==> config.mk <==
export PLATFORM = sky130hd
export DESIGN_NAME = edge_event_sched_flat
export DESIGN_NICKNAME = d
export VERILOG_FILES = /design/src/rtl/edge_event_sched_pkg.sv /design/src/rtl/edge_event_sched_if.sv /design/src/rtl/edge_event_sched_chan.sv /design/src/rtl/edge_event_sched.sv /design/src/flat_wrapper.sv
export SDC_FILE = /design/constraint.sdc
export NUM_CORES = 1
export LEC_CHECK = 0
export BUFFER_PORTS_ARGS = -buffer_cell sky130_fd_sc_hd__buf_4
export CORE_MARGIN = 1.5
export CORE_UTILIZATION = 46
export DETAILED_ROUTE_END_ITERATION = 10
export PLACE_DENSITY = 0.74
export SYNTH_ARGS = -nofsm -noshare
export SYNTH_HDL_FRONTEND = slang
export SYNTH_SLANG_ARGS = --single-unit
==> constraint.sdc <==
create_clock -name clk -period 1.51 [get_ports clk]
set_input_delay 0.2265 -clock clk [delete_from_list [all_inputs] [get_ports clk]]
set_output_delay 0.2265 -clock clk [all_outputs]
set_load 0.03 [all_outputs]
==> src/rtl/edge_event_sched_pkg.sv <==
`default_nettype none
// ============================================================================
// Module  : edge_sched_pkg
// Brief   : Shared types and round-robin pick helper for edge_event_sched.
// Revision: 1.0
// ============================================================================
package edge_sched_pkg;

    localparam int MAX_CH = 16;
    localparam int IDX_W  = 4;

    typedef enum logic [1:0] {
        MODE_OFF  = 2'b00,
        MODE_RISE = 2'b01,
        MODE_FALL = 2'b10,
        MODE_BOTH = 2'b11
    } edge_mode_t;

    typedef struct packed {
        logic             found;
        logic [IDX_W-1:0] idx;
    } rr_pick_t;

    // Returns the first set bit of pend searching upward from last+1, wrapping at n.
    function automatic rr_pick_t rr_pick(input logic [MAX_CH-1:0] pend,
                                         input logic [IDX_W-1:0]  last,
                                         input int unsigned        n);
        rr_pick_t    r;
        int unsigned c;
        r = '0;
        for (int unsigned k = 1; k <= MAX_CH; k++) begin
            c = ({28'd0, last} + k) % n;
            if (k <= n && !r.found && pend[c[IDX_W-1:0]]) begin
                r.found = 1'b1;
                r.idx   = c[IDX_W-1:0];
            end
        end
        return r;
    endfunction

endpackage
`default_nettype wire

==> src/rtl/edge_event_sched_if.sv <==
`default_nettype none
// ============================================================================
// Module  : edge_event_sched_if
// Brief   : Registered valid/ready event port of edge_event_sched.
// Revision: 1.0
// ============================================================================
interface edge_event_sched_if #(
    parameter int NUM_CH = 4
);
    localparam int ID_W = $clog2(NUM_CH);

    logic            evt_valid;
    logic [ID_W-1:0] evt_id;
    logic            evt_rise;
    logic            evt_ready;

    modport master (output evt_valid, evt_id, evt_rise, input  evt_ready);
    modport slave  (input  evt_valid, evt_id, evt_rise, output evt_ready);
endinterface
`default_nettype wire

==> src/rtl/edge_event_sched_chan.sv <==
`default_nettype none
// ============================================================================
// Module  : edge_chan
// Brief   : One channel: 2-flop synchronizer, history flop, edge classifier.
// Revision: 1.0
// ============================================================================
module edge_chan #(
    parameter logic RST_VAL = 1'b0
) (
    input  wire logic       clk,
    input  wire logic       n_rst,
    input  wire logic       i_async,
    input  wire logic [1:0] i_mode,
    output logic            o_hit,
    output logic            o_rise
);
    logic r_s1;
    logic r_s2;
    logic r_h;
    logic w_fall;

    // History runs regardless of mode so a mode change cannot fabricate an edge.
    always_ff @(posedge clk) begin
        if (!n_rst) begin
            r_s1 <= RST_VAL;
            r_s2 <= RST_VAL;
            r_h  <= RST_VAL;
        end else begin
            r_s1 <= i_async;
            r_s2 <= r_s1;
            r_h  <= r_s2;
        end
    end

    assign o_rise = r_s2 & ~r_h;
    assign w_fall = ~r_s2 & r_h;
    assign o_hit  = (o_rise & i_mode[0]) | (w_fall & i_mode[1]);

endmodule
`default_nettype wire

==> src/rtl/edge_event_sched.sv <==
`default_nettype none
// ============================================================================
// Module  : edge_event_sched
// Brief   : Per-channel edge capture with round-robin serialisation of events.
// Revision: 1.0
// ============================================================================
module edge_event_sched
    import edge_sched_pkg::*;
#(
    parameter int   NUM_CH  = 4,
    parameter logic RST_VAL = 1'b0
) (
    input  wire logic                clk,
    input  wire logic                n_rst,
    input  wire logic [NUM_CH-1:0]   async_in,
    input  wire logic [2*NUM_CH-1:0] cfg_mode,
    input  wire logic [NUM_CH-1:0]   ovf_clr,
    edge_event_sched_if.master       evt,
    output logic [NUM_CH-1:0]        pending,
    output logic [NUM_CH-1:0]        ovf
);
    localparam int ID_W = $clog2(NUM_CH);

    logic [NUM_CH-1:0] r_pending;
    logic [NUM_CH-1:0] r_pol;
    logic [NUM_CH-1:0] r_ovf;
    logic              r_valid;
    logic [ID_W-1:0]   r_id;
    logic              r_rise;
    logic [ID_W-1:0]   r_last;

    logic [NUM_CH-1:0] w_hit;
    logic [NUM_CH-1:0] w_rise;
    logic [NUM_CH-1:0] w_mode_off;
    logic [NUM_CH-1:0] w_grant;
    logic [NUM_CH-1:0] w_ovf_set;
    logic              w_slot_free;
    logic [MAX_CH-1:0] w_pend_ext;
    logic [IDX_W-1:0]  w_last_ext;
    rr_pick_t          w_pick;

    generate
        for (genvar i = 0; i < NUM_CH; i++) begin : g_chan
            edge_chan #(
                .RST_VAL (RST_VAL)
            ) u_chan (
                .clk     (clk),
                .n_rst   (n_rst),
                .i_async (async_in[i]),
                .i_mode  (cfg_mode[2*i +: 2]),
                .o_hit   (w_hit[i]),
                .o_rise  (w_rise[i])
            );
            assign w_mode_off[i] = (edge_mode_t'(cfg_mode[2*i +: 2]) == MODE_OFF);
            assign w_grant[i]    = w_slot_free & w_pick.found & (w_pick.idx == IDX_W'(i));
        end
    endgenerate

    assign w_slot_free = ~r_valid | evt.evt_ready;
    assign w_ovf_set   = w_hit & r_pending & ~w_grant;

    // Arbitration looks only at registered pending flags, never at same-cycle hits.
    always_comb begin
        w_pend_ext                 = '0;
        w_pend_ext[NUM_CH-1:0]     = r_pending;
        w_last_ext                 = '0;
        w_last_ext[ID_W-1:0]       = r_last;
        w_pick                     = rr_pick(w_pend_ext, w_last_ext, NUM_CH);
    end

    always_ff @(posedge clk) begin
        if (!n_rst) begin
            r_pending <= '0;
            r_pol     <= '0;
            r_ovf     <= '0;
        end else begin
            for (int i = 0; i < NUM_CH; i++) begin
                if (w_mode_off[i]) begin
                    r_pending[i] <= 1'b0;
                end else if (w_hit[i]) begin
                    // A hit on an ungranted pending channel is an overflow; newer polarity wins.
                    r_pending[i] <= 1'b1;
                    r_pol[i]     <= w_rise[i];
                end else if (w_grant[i]) begin
                    r_pending[i] <= 1'b0;
                end
                if (w_ovf_set[i]) begin
                    r_ovf[i] <= 1'b1;
                end else if (ovf_clr[i]) begin
                    r_ovf[i] <= 1'b0;
                end
            end
        end
    end

    always_ff @(posedge clk) begin
        if (!n_rst) begin
            r_valid <= 1'b0;
            r_id    <= '0;
            r_rise  <= 1'b0;
            r_last  <= ID_W'(NUM_CH - 1);
        end else if (w_slot_free) begin
            r_valid <= w_pick.found;
            if (w_pick.found) begin
                r_id   <= w_pick.idx[ID_W-1:0];
                r_rise <= |(r_pol & w_grant);
                r_last <= w_pick.idx[ID_W-1:0];
            end
        end
    end

    assign evt.evt_valid = r_valid;
    assign evt.evt_id    = r_id;
    assign evt.evt_rise  = r_rise;
    assign pending       = r_pending;
    assign ovf           = r_ovf;

endmodule
`default_nettype wire

==> src/flat_wrapper.sv <==
// flat-port wrapper written by rule: the top's interface ports become plain ports
module edge_event_sched_flat import edge_sched_pkg::*;
#(
    parameter int   NUM_CH  = 4,
    parameter logic RST_VAL = 1'b0
)
  (clk, n_rst, async_in, cfg_mode, ovf_clr, pending, ovf, evt_evt_valid, evt_evt_id, evt_evt_rise, evt_evt_ready);
  edge_event_sched_if #(.NUM_CH(NUM_CH)) evt_i ();
  input  wire logic clk;
  input  wire logic n_rst;
  input  wire logic [NUM_CH-1:0] async_in;
  input  wire logic [2*NUM_CH-1:0] cfg_mode;
  input  wire logic [NUM_CH-1:0] ovf_clr;
  output logic [NUM_CH-1:0] pending;
  output logic [NUM_CH-1:0] ovf;
  output wire logic [$bits(evt_i.evt_valid)-1:0] evt_evt_valid;
  output wire logic [$bits(evt_i.evt_id)-1:0] evt_evt_id;
  output wire logic [$bits(evt_i.evt_rise)-1:0] evt_evt_rise;
  input wire logic [$bits(evt_i.evt_ready)-1:0] evt_evt_ready;
  assign evt_evt_valid = evt_i.evt_valid;
  assign evt_evt_id = evt_i.evt_id;
  assign evt_evt_rise = evt_i.evt_rise;
  assign evt_i.evt_ready = evt_evt_ready;
  edge_event_sched #(.NUM_CH(NUM_CH), .RST_VAL(RST_VAL)) u_core (.clk(clk), .n_rst(n_rst), .async_in(async_in), .cfg_mode(cfg_mode), .ovf_clr(ovf_clr), .evt(evt_i), .pending(pending), .ovf(ovf));
endmodule
# Yosys cells after proc, flatten, opt, wreduce, memory -nomap -nowiden
# Index checks and enable logic that the tools add are counted.
# totals
reg_bits	30
in_bits	19
wordCells	140
# classes
muxes	28
n_reduce_logical	29
bitwise	44
magnitude_cmp	4
n_eq_ne	3
addsub	4
# ops
op	n
bitwise AND 1 bit	21
less-than comparator 2 x 5 -> 1 bit, second input constant	4
2-to-1 mux 1 bit	20
2-to-1 mux 5 bit	4
nonzero test 2 bit	8
inverter 1 bit	14
bitwise AND 4 bit	3
AND reduction 2 bit	5
binary-select mux 1 bit (select 2 bit)	4
equality test 4 x 2 -> 1 bit, second input constant	2
logical NOT 2 bit	4
OR reduction 2 bit	4
OR 1 bit	5
adder 2 x 1 -> 2 bit, second input constant	2
adder 2 bit, second input constant	2
equality test 4 x 1 -> 1 bit, second input constant	1
logical NOT 4 bit	1
inverter 4 bit	1
OR reduction 4 bit	1
logical AND 1 bit	3
logical NOT 1 bit	3

# Logic depth before layout (Yosys ltp)
# Gate-level depths: netlist of the first run.
# depth
ltp_word	18
mapped_depth	6

# By module
# A second synthesis of the first run with hierarchy kept.
# hier_totals
cells_unflattened	129
hier_area_um2	1325.0
# by_module_without_submodules
mod	cells_each	area_per_inst_um2	n_inst
edge_event_sched	93	899.6	1
edge_chan	9	106.4	4

# Worst setup path before layout of the first run
# No wires, ideal clock.
# synth_timing
path_kind	flip-flop to flip-flop
from	register u_core.r_pending[0], in the netlist u_core.pending[0]
to	register u_core.r_ovf[2], in the netlist u_core.ovf[2]
t_arrival_ns	1.543
setup_slack_ns	-0.164
synth_period_minus_slack_ns	1.674
path_stages_with_launch	5
path_cell_list	dfxtp_1 o41ai_4 a2111o_2 o21ai_2 o31ai_2
# synth_between
elab_chain_len	17
elab_cells_between_ends	25
classes_between	1 x eq/ne; 13 x mux; 4 x bitwise; 7 x reduce/logical
# synth_lines
element	line_no	text
start: declaration	edge_event_sched.sv:24	logic [NUM_CH-1:0] r_pending;
start signal: assignment	edge_event_sched.sv:73	r_pending <= '0;
start signal: indexed assignment	edge_event_sched.sv:79	r_pending[i] <= 1'b0;
start signal: indexed assignment	edge_event_sched.sv:82	r_pending[i] <= 1'b1;
binary-select mux 1 bit (select 2 bit)	edge_event_sched_pkg.sv:33	if (k <= n && !r.found && pend[c[IDX_W-1:0]]) begin
2-to-1 mux 1 bit (not written as such)	edge_event_sched_pkg.sv:33	
2-to-1 mux 5 bit	edge_event_sched_pkg.sv:33	
logical NOT 1 bit	edge_event_sched_pkg.sv:33	
logical AND 1 bit	edge_event_sched_pkg.sv:33	
2-to-1 mux 5 bit	edge_event_sched_pkg.sv:33	
logical NOT 1 bit	edge_event_sched_pkg.sv:33	
logical AND 1 bit	edge_event_sched_pkg.sv:33	
2-to-1 mux 5 bit	edge_event_sched_pkg.sv:33	
logical NOT 1 bit	edge_event_sched_pkg.sv:33	
logical AND 1 bit	edge_event_sched_pkg.sv:33	
2-to-1 mux 5 bit *	edge_event_sched_pkg.sv:33	
equality test 4 x 2 -> 1 bit or bitwise AND 1 bit (tied branches)	edge_event_sched.sv:55	assign w_grant[i] = w_slot_free & w_pick.found & (w_pick.idx == IDX_W'(i));
bitwise AND 1 bit *	edge_event_sched.sv:55	
inverter 4 bit *	edge_event_sched.sv:60	assign w_ovf_set = w_hit & r_pending & ~w_grant;
bitwise AND 4 bit *	edge_event_sched.sv:60	
2-to-1 mux 1 bit or nonzero test 2 bit (tied branches)	-	
end signal: assignment	edge_event_sched.sv:75	r_ovf <= '0;
end signal: indexed assignment	edge_event_sched.sv:88	r_ovf[i] <= 1'b1;
end signal: indexed assignment	edge_event_sched.sv:90	r_ovf[i] <= 1'b0;
end: declaration	edge_event_sched.sv:26	logic [NUM_CH-1:0] r_ovf;
# Every way passes the cells marked *; elsewhere a longest branch is shown, timed or not. The select of a mux whose other input is x is not followed.
# A chain may end at the register's enable or synchronous reset.

# Worst setup path after layout of the first run
# layout_timing
from	register u_core.r_pending[1], in the netlist u_core.pending[1]
to	register u_core.r_pending[2], in the netlist u_core.pending[2]
# layout_between
elab_chain_len	15
elab_cells_between_ends	22
classes_between	1 x eq/ne; 12 x mux; 2 x bitwise; 7 x reduce/logical
# layout_lines
element	line_no
binary-select mux 1 bit (select 2 bit)	edge_event_sched_pkg.sv:33
2-to-1 mux 1 bit (not written as such)	edge_event_sched_pkg.sv:33
2-to-1 mux 5 bit	edge_event_sched_pkg.sv:33
logical NOT 1 bit	edge_event_sched_pkg.sv:33
logical AND 1 bit	edge_event_sched_pkg.sv:33
2-to-1 mux 5 bit	edge_event_sched_pkg.sv:33
logical NOT 1 bit	edge_event_sched_pkg.sv:33
logical AND 1 bit	edge_event_sched_pkg.sv:33
2-to-1 mux 5 bit	edge_event_sched_pkg.sv:33
logical NOT 1 bit	edge_event_sched_pkg.sv:33
logical AND 1 bit	edge_event_sched_pkg.sv:33
2-to-1 mux 5 bit *	edge_event_sched_pkg.sv:33
equality test 4 x 2 -> 1 bit or bitwise AND 1 bit (tied branches)	edge_event_sched.sv:55
bitwise AND 1 bit *	edge_event_sched.sv:55
nonzero test 2 bit (no line) *	-
# Marks and branches as above.

==> results of run 1 <==
[routing by layer]
metal  track usage, %  vias to the layer above  wire length, um
li1                 -                      537                -
met1             20.5                      490             1080
met2             31.3                       20             1310
met3             7.38                        4              102
met4             7.50                        0               23
met5                0                        -                0
[repair_timing]
item	in CTS	in global routing
pin swaps	1	3
setup endpoints to repair	4	10
endpoints found under the hold margin	0	0
buffers inserted	0	1
gates resized for setup	1	13
[critical path, stage by stage, from the launching register on]
cell and delay (ns):
dfxtp_4 0.39, nor2b_1 0.16, a2111o_2 0.53, o21ai_2 0.17, a21oi_1 0.09
[cell families after synthesis]
family	share of synthesized area [%]
flip-flops	49.5
AND/OR/NAND/NOR	21.1
AO/OA/AOI/OAI	25.3
buffers and inverters	1.65
multiplexers	2.48
[power by group]
part           total, mW  switching, mW  internal [mW]
combinational      0.214          0.107          0.108
clock              0.410          0.235          0.175
sequential         0.858         0.0354          0.822
[final cells by class]
| type | instances | area share (%) |
|---|---|---|
| inverter | 1 | 0.236 |
| sequential | 30 | 38.8 |
| clock buffer | 7 | 2.83 |
| multi-input combinational | 95 | 39.5 |
| timing repair buffer | 34 | 16.3 |
| tap | 30 | 2.36 |
[state kept, by name, indices dropped and copies added, names as in the netlist]
name / count
u_core.evt.evt_valid: 1
u_core.g_chan.u_chan.r_s1: 4
u_core.ovf: 4
u_core.g_chan.u_chan.r_h: 4
u_core.evt.evt_rise: 1
u_core.r_pol: 4
u_core.evt.evt_id: 2
u_core.g_chan.u_chan.r_s2: 4
u_core.r_last: 2
u_core.pending: 4
[worst paths after layout]
path	start	end	slack, ns
min reg2reg	u_core.g_chan[0].u_chan.r_s1$_SDFF_PN0_	u_core.g_chan[0].u_chan.r_s2$_SDFF_PN0_	0.44
max	u_core.pending[1]$_SDFFE_PP0P_	u_core.pending[2]$_SDFFE_PP0P_	0.06
max reg2reg	u_core.pending[1]$_SDFFE_PP0P_	u_core.pending[2]$_SDFFE_PP0P_	0.06
min	async_in[1]	u_core.g_chan[1].u_chan.r_s1$_SDFF_PN0_	0.12
[Yosys cell counts]
| library cell | instances | area share [%] |
|---|---|---|
| inv_1 | 1 | 0.31 |
| mux2i_1 | 3 | 2.5 |
| a21oi_1 | 14 | 5.8 |
| nand3b_1 | 4 | 2.5 |
| o31ai_1 | 4 | 2.5 |
| a2111o_2 | 1 | 1.0 |
| nor2_1 | 8 | 2.5 |
| nor2_2 | 1 | 0.52 |
| nand2_1 | 13 | 4.0 |
| clkbuf_1 | 3 | 0.93 |
| nor2b_1 | 5 | 2.6 |
| a21boi_0 | 1 | 0.62 |
| dfxtp_1 | 30 | 50 |
| o21ai_2 | 3 | 2.2 |
| o21ai_0 | 10 | 4.1 |
| a211oi_2 | 1 | 1.0 |
| a31oi_1 | 1 | 0.52 |
| o221ai_1 | 1 | 0.72 |
| o31ai_2 | 2 | 2.1 |
| o21a_1 | 1 | 0.62 |
| a21boi_1 | 1 | 0.62 |
| nand3_1 | 3 | 1.2 |
| nand2b_1 | 3 | 1.5 |
| o22a_1 | 1 | 0.72 |
| o22ai_1 | 1 | 0.52 |
| o41ai_4 | 1 | 2.3 |
| clkbuf_2 | 1 | 0.41 |
| and2_1 | 12 | 6.2 |
[per-stage QoR]
stage | std cells | power, mW
6_report | 197 | 1.48
3_5_place_dp | 189 | 1.07
4_1_cts | 196 | 1.48
3_3_place_gp | 189 | 1.07
2_1_floorplan | 130 | 0.988
5_1_grt | 197 | 1.57
==> impl_metrics.csv, run 1 <==
group,metric,value,unit
pwr,peakVddDrop,0.635,mV
floorplanning,die_height,54.3,um
clock_network,cts_root_buf,"clkbuf_4",
sta,tightest_slew,0.430,ns
sta,rsz0062_at_grt,"true",
global_route,antenna_found_initial,0,
layout,most-common-layout-cells,"buf_4, dfxtp_1, a21oi_1, nand2_1, and2_1",
clock_network,clk_latency,0.31,ns
placed_design,io_buffers,30,
floorplanning,start_util,48.9,%
logic_synthesis,synth_cell_types,28,
layout,nFillCells,221,
logic_synthesis,syn-instance-count,130,
sta,fin_worst_skew,0.00806,ns
route,routed_via_density,5.34,
clock_network,numCtsBuffers,5,
route,ant_nets,0,
clock_network,cts_sinks,30,
critical_path,r2r_cells,4,
global_route,grt_max_degree,27,
clock_network,tritoncts,"done",
route,wl,2.52,mm
global_route,grt_pass1_vias,921,
floorplanning,fp-row-count,18,
global_route,grt_use_total,18.5,%
critical_path,end_kind,"register",
placed_design,post_dp_cell_area,1490,sq um
route,dr.pass1.iters,4,
critical_path,worstSetupPathType,"register to register",
clock_network,cts_buffer_depth,2,
layout,multi_input_area,628,sq um
floorplanning,io_pins,31,
clock_network,cts.reportedPaths.clkPinSlew,0.08,ns
clock_network,ctsHoldBuffers,0,
floorplanning,dieWidth,54.3,um
route,drt_iter0_markers,16,
sta,finalSetupTns,0,ns
global_route,grt_overflow,0,
sta,setup_viol,0,
layout,utilization,64.2,%
critical_path,crit_arrival,1.65,ns
layout,n_antenna_cell,0,
logic_synthesis,synth-seq-area-share,49.5,%
job,cap_violations,0,
logic_synthesis,avgSynthCellArea,9.33,sq um
floorplanning,core_area,2480,sq um
layout,finalInstanceArea,1590,sq um
layout,drive_gt1_share,35.9,%
pwr,leakagePower,0.630,nW
floorplanning,die_area,2950,sq um
route,num_vias,1051,
sta,period_needed,1.45,ns
sta,finalMaxSlewViolations,0,
sta,hold_violations,0,
logic_synthesis,yosysWarnings,0,
logic_synthesis,syn_nets,149,
placed_design,pre_cts_ws,-0.00475,ns
route,post_drt_wl_per_cell,12.8,um
layout,final_common_cell,"buf_4",
critical_path,start_kind,"register",
layout,nets,186,
route,drcViolationCount,0,
layout,regArea,618,sq um
placed_design,place_hpwl,1.79,mm
pwr,p_per_area,931,nW/um^2
logic_synthesis,synth_area,1210,sq um
layout,syn_to_final_growth,31.3,%
placed_design,gp_congestion,0.786,
min_path,hold_depth,2,
run_status,run_status,"finished clean",
logic_synthesis,ys_seq_elements,30,
critical_path,required,1.70,ns
clock_network,cts_max_level,2,
min_path,hold_class,"primary input to register",
sta,layout_setup_ws,0.0555,ns
sta,fmax,688,MHz
sta,slew_headroom,71.3,%
global_route,grt_pass1_wl,3.81,mm
sta,timing.hold.ws,0.122,ns
sta,finalCritPeriodShare,96.3,%
critical_path,crit_fanout,7,
Power figures use the tool's default switching activity.
==> run 2, diff against run 1 <==
--- a/config.mk
+++ b/config.mk
@@ -12,2 +12,3 @@
 export PLACE_DENSITY = 0.74
+export RECOVER_POWER = 50
 export SYNTH_ARGS = -nofsm -noshare
--- a/constraint.sdc
+++ b/constraint.sdc
@@ -3,2 +3,2 @@
 set_output_delay 0.2265 -clock clk [all_outputs]
-set_load 0.03 [all_outputs]
+set_load 0.05 [all_outputs]
==> run 2 against run 1 <==
Against the previous run:
- global-route usage increased by 0.77 points
- register-to-register slack about the same
- sequential power about the same
- wire length increased by 0.79%
- non-clock buffer count increased by 1
- highest routed layer unchanged
==> impl_metrics.csv, run 2 (synthesized netlist as in run 1, its figures left out) <==
group,metric,value,unit
run_status,run_status,"finished clean",
pwr,leakagePower,0.647,nW
sta,hold_violations,0,
layout,finalNonFillerCells,199,
clock_network,cts_max_level,2,
global_route,grt_overflow,0,
pwr,peakVddDrop,0.783,mV
floorplanning,die_area,2950,sq um
layout,final_common_cell,"buf_4",
layout,n_antenna_cell,0,
critical_path,start_kind,"register",
layout,drive_gt1_share,37.3,%
critical_path,crit_arrival,1.67,ns
sta,setup_viol,0,
sta,fmax,682,MHz
floorplanning,die_height,54.3,um
route,wl,2.54,mm
sta,finalMaxSlewViolations,0,
sta,slew_headroom,63.1,%
clock_network,tritoncts,"done",
route,drcViolationCount,0,
job,cap_violations,0,
global_route,grt_max_degree,27,
route,ant_nets,0,
layout,nets,187,
clock_network,numCtsBuffers,5,
floorplanning,io_pins,31,
sta,finalSetupTns,0,ns
route,num_vias,1061,
clock_network,cts_buffer_depth,2,
placed_design,place_hpwl,1.78,mm
clock_network,clk_latency,0.32,ns
placed_design,gp_congestion,0.851,
pwr,p_per_area,973,nW/um^2
layout,syn_to_final_growth,34.0,%
layout,finalInstanceArea,1620,sq um
critical_path,crit_fanout,7,
floorplanning,dieWidth,54.3,um
critical_path,required,1.72,ns
critical_path,worstSetupPathType,"register to register",
floorplanning,start_util,48.9,%
min_path,hold_class,"primary input to register",
placed_design,placedCellCount,188,
clock_network,cts_root_buf,"clkbuf_4",
route,post_drt_wl_per_cell,12.7,um
global_route,antenna_found_initial,0,
sta,finalCritPeriodShare,97.0,%
global_route,grt_pass1_wl,3.95,mm
clock_network,cts_sinks,30,
floorplanning,core_area,2480,sq um
sta,period_needed,1.47,ns
sta,rsz0062_at_grt,"true",
sta,tightest_slew,0.549,ns
global_route,grt_use_total,19.2,%
layout,most-common-layout-cells,"buf_4, dfxtp_1, a21oi_1, nand2_1, o21ai_0",
floorplanning,fp-row-count,18,
sta,fin_worst_skew,0.00823,ns
pwr,p_total,1.58,mW
global_route,grt_pass1_vias,969,
critical_path,end_kind,"register",
clock_network,cts.reportedPaths.clkPinSlew,0.09,ns
route,routed_via_density,5.33,
placed_design,io_buffers,30,
placed_design,post_dp_cell_area,1500,sq um
route,drt_iter0_markers,13,
route,dr.pass1.iters,4,
clock_network,ctsHoldBuffers,0,
run 2: cell count changes in the layout (fill, tap and decap cells not counted), moves of 2 or more:
cell and delta:
and2_0 +4, and2_1 -4, buf_4 +2, clkbuf_1 -2
run 2: worst max-delay path, cell delays in order (launching register included):
cell	delay (ns)
dfxtp_4	0.39
nor2b_1	0.16
a2111o_2	0.54
o21ai_4	0.18
o31ai_2	0.08
run 2: final cells by class:
type / count / area, sq um
flip-flops and latches: 30 / 618
multi-input cells: 95 / 638
inverters: 1 / 3.75
repair buffers: 35 / 263
clock inverters: 2 / 12.5
fillers: 214 / 853
well taps: 30 / 37.5
clock buffers: 6 / 51.3
run 2: path summary, 6_finish.rpt:
check,depth (start not counted),end,slack [ns],startpoint
max,4,u_core.ovf[3]$_SDFFE_PN0P_,0.04,u_core.pending[1]$_SDFFE_PP0P_
min,2,u_core.g_chan[2].u_chan.r_s1$_SDFF_PN0_,0.11,async_in[2]
min reg2reg,1,u_core.g_chan[2].u_chan.r_s2$_SDFF_PN0_,0.44,u_core.g_chan[2].u_chan.r_s1$_SDFF_PN0_
max reg2reg,4,u_core.ovf[3]$_SDFFE_PN0P_,0.04,u_core.pending[1]$_SDFFE_PP0P_
run 2: what timing repair did:
action,4_1_cts,5_1_grt
setup buffers,0,3
pin swaps,0,5
gates cloned,0,0
gates resized for setup,1,7
endpoints found under the hold margin,0,0
setup endpoints to repair,1,10
run 2: power breakdown:
group / internal [mW] / switching [mW]
clock: 0.224 / 0.268
combinational: 0.105 / 0.128
sequential: 0.821 / 0.0336
run 2: per-layer routing:
metal  global-route usage [%]  routed length, um  part of all wire, %  vias to the layer above
met3                     7.65                148                  5.8                        5
met4                     10.4                 40                  1.6                        0
li1                         -                  -                    -                      543
met2                     32.3               1200                   47                       27
met1                     20.5               1140                   45                      486
met5                        0                  0                    0                        -
run 2: through the flow:
step | setup slack (ns) | hold WS, ns | util [%]
after CTS | 0.000829 | 0.0873 | 63.2
after global placement | 0.0158 | 0.414 | 60.5
after floorplan | 0.0377 | 0.354 | -
final | 0.0446 | 0.106 | 65.6
after detailed placement | -0.00432 | 0.422 | 60.5
after global routing | -0.0576 | 0.0765 | 65.6
